===== config.mk =====
export PLATFORM = sky130hd
export DESIGN_NAME = parallel_bus_sequencer
export DESIGN_NICKNAME = d
export VERILOG_FILES = /design/src/rtl/parallel_bus_sequencer.sv
export SDC_FILE = /design/constraint.sdc
export NUM_CORES = 1
export LEC_CHECK = 0
export BUFFER_PORTS_ARGS = -buffer_cell sky130_fd_sc_hd__buf_2
export CAP_MARGIN = 0
export CORE_AREA = 2 2 63 65
export CTS_BUF_LIST = sky130_fd_sc_hd__clkbuf_4 sky130_fd_sc_hd__clkbuf_8 sky130_fd_sc_hd__clkbuf_16
export DETAILED_ROUTE_END_ITERATION = 16
export DIE_AREA = 0 0 65 67
export GPL_TIMING_DRIVEN = 0
export PLACE_DENSITY = 0.6
export SYNTH_ARGS = -nofsm -noshare
export SYNTH_HDL_FRONTEND = slang
export SYNTH_SLANG_ARGS = --single-unit

===== constraint.sdc =====
create_clock -name clk -period 1.6 [get_ports clk]
set_clock_uncertainty 0.05 [all_clocks]
set_input_delay 0.08 -clock clk [delete_from_list [all_inputs] [get_ports clk]]
set_output_delay 0.08 -clock clk [all_outputs]
set_load 0.02 [all_outputs]

===== src/rtl/parallel_bus_sequencer.sv =====
// parallel_bus_sequencer: strobe, 4-phase handshake and pin-bus arbitration control for the GPIO FIFO datapath.
// Optional handshake watchdog is built only when PSEQ_TIMEOUT_EN is defined.
module parallel_bus_sequencer #(
  parameter int SETUP_CYCLES   = 2,
  parameter int TIMEOUT_CYCLES = 255,
  parameter int CNT_WIDTH      = 8
) (
  input  logic clk,
  input  logic rst,
  input  logic ext_wr_req,
  input  logic ext_rd_req,
  output logic ext_ack,
  output logic bus_oe,
  input  logic host_push_req,
  output logic host_push_gnt,
  input  logic host_pop_req,
  output logic host_pop_gnt,
  input  logic rx_full,
  input  logic rx_empty,
  input  logic tx_full,
  input  logic tx_empty,
  output logic load,
  output logic read,
  output logic write,
  output logic send,
  output logic busy,
  output logic err_timeout
);

  if (SETUP_CYCLES < 1 || TIMEOUT_CYCLES < 2 || CNT_WIDTH < 1) begin : g_param_check
    $error("parallel_bus_sequencer: invalid SETUP_CYCLES/TIMEOUT_CYCLES/CNT_WIDTH");
  end

  // IDLE arbitrate | RX_LOAD load | RX_ACK ack | TX_SEND send+oe | TX_SETUP oe settle | TX_ACK oe+ack | TURN release
  typedef enum logic [2:0] {
    IDLE, RX_LOAD, RX_ACK, TX_SEND, TX_SETUP, TX_ACK, TURN
  } state_t;

  localparam logic [CNT_WIDTH-1:0] SETUP_LAST = CNT_WIDTH'(SETUP_CYCLES - 1);

  state_t               state_q, state_d;
  logic [CNT_WIDTH-1:0] cnt_q, cnt_d;
  logic                 wr_meta_q, wr_s_q, rd_meta_q, rd_s_q;
  logic                 rr_last_tx_q, rr_last_tx_d;
  logic [1:0]           push_hold_q, push_hold_d, pop_hold_q, pop_hold_d;
  logic                 load_q, load_d, read_q, read_d, write_q, write_d, send_q, send_d;
  logic                 ext_ack_q, ext_ack_d, bus_oe_q, bus_oe_d, busy_q, busy_d;
  logic                 rx_ok, tx_ok;
`ifdef PSEQ_TIMEOUT_EN
  localparam logic [CNT_WIDTH-1:0] TIMEOUT_LAST = CNT_WIDTH'(TIMEOUT_CYCLES - 1);
  logic                 wait_clear_q, wait_clear_d, err_timeout_q, err_timeout_d;
`endif

  assign rx_ok = wr_s_q & ~rx_full;
  assign tx_ok = rd_s_q & ~tx_empty;

  always_comb begin
    state_d      = state_q;
    cnt_d        = cnt_q;
    rr_last_tx_d = rr_last_tx_q;
`ifdef PSEQ_TIMEOUT_EN
    wait_clear_d  = wait_clear_q;
    err_timeout_d = err_timeout_q;
`endif
    unique case (state_q)
      IDLE: begin
`ifdef PSEQ_TIMEOUT_EN
        if (wait_clear_q) begin
          if (!wr_s_q && !rd_s_q) wait_clear_d = 1'b0;
        end else
`endif
        if (rx_ok && (!tx_ok || rr_last_tx_q)) begin
          state_d      = RX_LOAD;
          rr_last_tx_d = 1'b0;
        end else if (tx_ok) begin
          state_d      = TX_SEND;
          rr_last_tx_d = 1'b1;
        end
      end
      RX_LOAD: begin
        state_d = RX_ACK;
        cnt_d   = '0;
      end
      RX_ACK: begin
        if (!wr_s_q) state_d = IDLE;
`ifdef PSEQ_TIMEOUT_EN
        else if (cnt_q == TIMEOUT_LAST) begin
          state_d       = TURN;
          err_timeout_d = 1'b1;
          wait_clear_d  = 1'b1;
        end else cnt_d = cnt_q + 1'b1;
`endif
      end
      TX_SEND: begin
        state_d = TX_SETUP;
        cnt_d   = SETUP_LAST;
      end
      TX_SETUP: begin
        if (cnt_q == '0) begin
          state_d = TX_ACK;
          cnt_d   = '0;
        end else cnt_d = cnt_q - 1'b1;
      end
      TX_ACK: begin
        if (!rd_s_q) state_d = TURN;
`ifdef PSEQ_TIMEOUT_EN
        else if (cnt_q == TIMEOUT_LAST) begin
          state_d       = TURN;
          err_timeout_d = 1'b1;
          wait_clear_d  = 1'b1;
        end else cnt_d = cnt_q + 1'b1;
`endif
      end
      TURN:    state_d = IDLE;
      default: state_d = IDLE;
    endcase

    // Outputs are decoded from the next state so they register in step with it.
    load_d    = (state_d == RX_LOAD);
    send_d    = (state_d == TX_SEND);
    bus_oe_d  = (state_d == TX_SEND) || (state_d == TX_SETUP) || (state_d == TX_ACK);
    ext_ack_d = (state_d == RX_ACK) || (state_d == TX_ACK);
    busy_d    = (state_d != IDLE);

    write_d     = host_push_req & ~tx_full & (push_hold_q == 2'd0);
    push_hold_d = write_d ? 2'd2 : ((push_hold_q != 2'd0) ? push_hold_q - 2'd1 : 2'd0);
    read_d      = host_pop_req & ~rx_empty & (pop_hold_q == 2'd0);
    pop_hold_d  = read_d ? 2'd2 : ((pop_hold_q != 2'd0) ? pop_hold_q - 2'd1 : 2'd0);
  end

  always_ff @(posedge clk or posedge rst) begin
    if (rst) begin
      state_q       <= IDLE;
      cnt_q         <= '0;
      wr_meta_q     <= 1'b0;
      wr_s_q        <= 1'b0;
      rd_meta_q     <= 1'b0;
      rd_s_q        <= 1'b0;
      rr_last_tx_q  <= 1'b0;
      push_hold_q   <= 2'd0;
      pop_hold_q    <= 2'd0;
      load_q        <= 1'b0;
      read_q        <= 1'b0;
      write_q       <= 1'b0;
      send_q        <= 1'b0;
      ext_ack_q     <= 1'b0;
      bus_oe_q      <= 1'b0;
      busy_q        <= 1'b0;
`ifdef PSEQ_TIMEOUT_EN
      wait_clear_q  <= 1'b0;
      err_timeout_q <= 1'b0;
`endif
    end else begin
      state_q       <= state_d;
      cnt_q         <= cnt_d;
      wr_meta_q     <= ext_wr_req;
      wr_s_q        <= wr_meta_q;
      rd_meta_q     <= ext_rd_req;
      rd_s_q        <= rd_meta_q;
      rr_last_tx_q  <= rr_last_tx_d;
      push_hold_q   <= push_hold_d;
      pop_hold_q    <= pop_hold_d;
      load_q        <= load_d;
      read_q        <= read_d;
      write_q       <= write_d;
      send_q        <= send_d;
      ext_ack_q     <= ext_ack_d;
      bus_oe_q      <= bus_oe_d;
      busy_q        <= busy_d;
`ifdef PSEQ_TIMEOUT_EN
      wait_clear_q  <= wait_clear_d;
      err_timeout_q <= err_timeout_d;
`endif
    end
  end

  assign ext_ack       = ext_ack_q;
  assign bus_oe        = bus_oe_q;
  assign load          = load_q;
  assign read          = read_q;
  assign write         = write_q;
  assign send          = send_q;
  assign busy          = busy_q;
  assign host_push_gnt = write_q;
  assign host_pop_gnt  = read_q;
`ifdef PSEQ_TIMEOUT_EN
  assign err_timeout   = err_timeout_q;
`else
  assign err_timeout   = 1'b0;
`endif

endmodule


==> summary.md <==
| Metric | Value |
|---|---|
| Port Buffers | 18 |
| Worst slew pin tran | a little under 1000 ps |
| # setup viols final | 0 |
| Clock Latency Late Sink | about 270 ps |
| Unique masters post-synth | 33 |
| Max-cap violations | 0 |
| Final WL | around 2100 um |
| Syn Inst Count | around 110 |
| Most frequent cells in the layout | 23 x dfrtp_1, 18 x buf_2, 8 x nand2_1, 7 x inv_1, 7 x buf_4 |
| Total gr overflow | 0 |
| Placed Cells | approximately 170 |
| Setup Crit Path Kind | flop to flop |
| DP Wirelength | about 1500 um |
| Pin count of the biggest net entering global routing | 28 |
| Nets@finish | 150 |
| Multi-input gate area | ~500 um2 |
| Worst Path Arrival | about 1700 ps |
| First-pass GRT wire length | approximately 3500 um |
| Fillers | between 300 and 400 |
| Initial core utilization | 32.8% |
| Register area | about 680 um2 |
| Final period util | 95.5% |
| H-Tree Depth | 1 |
| Die Y | roughly 67 um |
| DP Area | 1330 um2 |
| Mean number of vias per cell | ~4.6 |
| Number of global-route vias before repair | slightly above 800 |
| CP Cell Sequence | and2b_4, o21ai_2, or4_4, a21oi_2 |
| Die area | around 4400 um2 |
| Max Root-Sink Buffers | 2 |
| Hold slack | -33.0 ps |
| Die width | 65 um |
| Post-Syn Area per Cell | 11.1 um2 |
| Post-Layout Cell Count | roughly 190 |
| Root Buffer | clkbuf_8 |
| Routed WL per cell | between 10 and 15 um |
| Register area share after synthesis | a little under three fifths |
| CTS tree | done |
| Core area | roughly 3600 um2 |
| Crit end category | flop |
| Via Count | ~850 |
| GP Congestion | approximately 0.75 |
| DRC Markers | 0 |
| Design area | 1500 um2 |
| Critical Path Source Type | flop |
| Power per cell area | around 1700 nW/um2 |
| Clk slew on worst S/H paths | 90 ps |
| Antenna diodes | 0 |
| Gr usage total | approximately a tenth |
| Layout cell share with drive strength beyond 1 | around a third |
| Ports | 20 |
| CP max FO | 8 |
| Max IR drop VDD | between 0.6 and 0.7 mV |
| Final count of pins violating max slew | 0 |
| Mapped Nets | 119 |
| Clock sink count | 27 |
| Core Rows | 22 |
| Synth area leader | dfrtp_1 |
| Initial antenna violation count | 0 |
| Class of the worst hold path | primary input to async pin |
| Final ANT Viol Nets | 0 |
| Final hold vios | 27 |
| Drt first-iter violations | 22 |
| Yosys top cell area share | a little under three fifths |
| Status | finished with violations |
| Syn. warnings | 0 |
| Slew headroom | roughly a third |
| Commonest non-fill, non-tap cell in the layout | dfrtp_1 |
| Fmax | ~650 MHz |
| Initial DRT Pass Iterations | 4 |
| Register bit total from synthesis | 27 |
| Slowest CP cell | dfrtp_2 |
| Ranking of synthesized cells by area | dfrtp_1 57%, nor2b_1 3.2%, nand3_1 3.0% |
| Min cycle time layout | around 1500 ps |
| Failing checks | negative hold slack |
| Cell Area, Synth | 1180 um2 |
| Reg2Reg Depth | 4 |
| Worst path max stage delay | about 460 ps |
| CTS Buf Count | 3 |
| Worst path required time | approximately 1800 ps |
| Area Growth Syn to Fin | 26.3% |
| Total leakage power | approximately 0.73 nW |
| Final Total Pwr | between 0.002 and 0.0025 W |
==> flip-flops by register name, summed over array words and instances (netlist names), 2 cells and up <==
signal,count
pop_hold_q,2
cnt_q,8
push_hold_q,2
state_q,3
==> cells by family after synthesis <==
logic type	count (synthesis)	share of synthesized area (%)
simple gates	43	22.3
flops	27	57.1
compound gates	19	10.1
buf+inv	10	4.12
xor+xnor	3	2.22
fa+ha+maj	2	2.11
mux	2	1.69
other cells	1	0.317
==> path summary, 6_finish.rpt <==
check,from,to,slack [ps]
max,state_q[2]$_DFF_PP0_,cnt_q[4]$_DFFE_PP0P_,70
min,rst,host_push_gnt$_DFF_PP0_,-30
max reg2reg,state_q[2]$_DFF_PP0_,cnt_q[4]$_DFFE_PP0P_,70
min reg2reg,wr_meta_q$_DFF_PP0_,wr_s_q$_DFF_PP0_,310
max in group asynchronous,rst,state_q[0]$_DFF_PP0_,880
min in group clk,host_pop_req,host_pop_gnt$_DFF_PP0_,20
==> critical path: cells and delay by family, from the launching register on <==
kind | cells | cell delay (ps)
flops | 1 | 460
simple gates | 2 | 740
compound gates | 2 | 210
==> synth_stat cells, drive strengths merged <==
library cell,count
dfrtp,27
nand2,9
inv,7
nand3,7
nor2b,6
o21ai,6
a21oi,5
nor2,4
nor3,4
buf,3
xor2,3
a21o,2
ha,2
mux2i,2
nand2b,2
nor3b,2
nor4b,2
a21boi,1
a31o,1
and2,1
and2b,1
and3,1
conb,1
nand3b,1
nor4,1
nor4bb,1
o2111ai,1
o211ai,1
o22ai,1
o31ai,1
or4,1
==> repair_timing <==
item,CTS,global route
hold buffers,4,0
gates resized for setup,2,13
gates cloned,0,0
hold endpoints to repair,4,0
endpoints found under the setup margin,8,10
setup buffers,2,2
pin swaps,0,4
==> layer usage <==
| metal | part of all wire [%] | track usage [%] | up-vias |
|---|---|---|---|
| li1 | - | - | 423 |
| met1 | 42 | 11.7 | 407 |
| met2 | 52 | 19.2 | 17 |
| met3 | 3.6 | 1.52 | 5 |
| met4 | 1.9 | 4.79 | 0 |
| met5 | 0 | 0 | - |
==> layout make-up <==
type                    instances  area share [%]
clock buffers                   3            2.76
plain buffers                   3            1.51
flip-flops and latches         27            45.5
repair buffers                 26            10.7
well taps                      48            4.02
inverters                       7            1.76
multi-input cells              70            33.4
clock inverters                 1           0.335
==> power by group <==
part | internal, W | switching (W)
sequential | 0.000877 | 0.000191
clock | 0.000175 | 0.000213
combinational | 0.000476 | 0.000553
total | 0.00153 | 0.000958
==> metrics by stage <==
| stage | setup WS [ps] | util [%] | setup TNS (ps) |
|---|---|---|---|
| 6_report | 72.5 | 41.5 | 0 |
| 3_5_place_dp | -39.8 | 37.0 | -51.9 |
| 5_1_grt | -17.4 | 41.5 | -21.7 |
| 4_1_cts | 13.9 | 40.0 | 0 |
| 3_3_place_gp | 9.89 | 37.0 | 0 |
| 2_1_floorplan | 108 | - | 0 |
No activity file was read; power rests on OpenSTA's default activity.
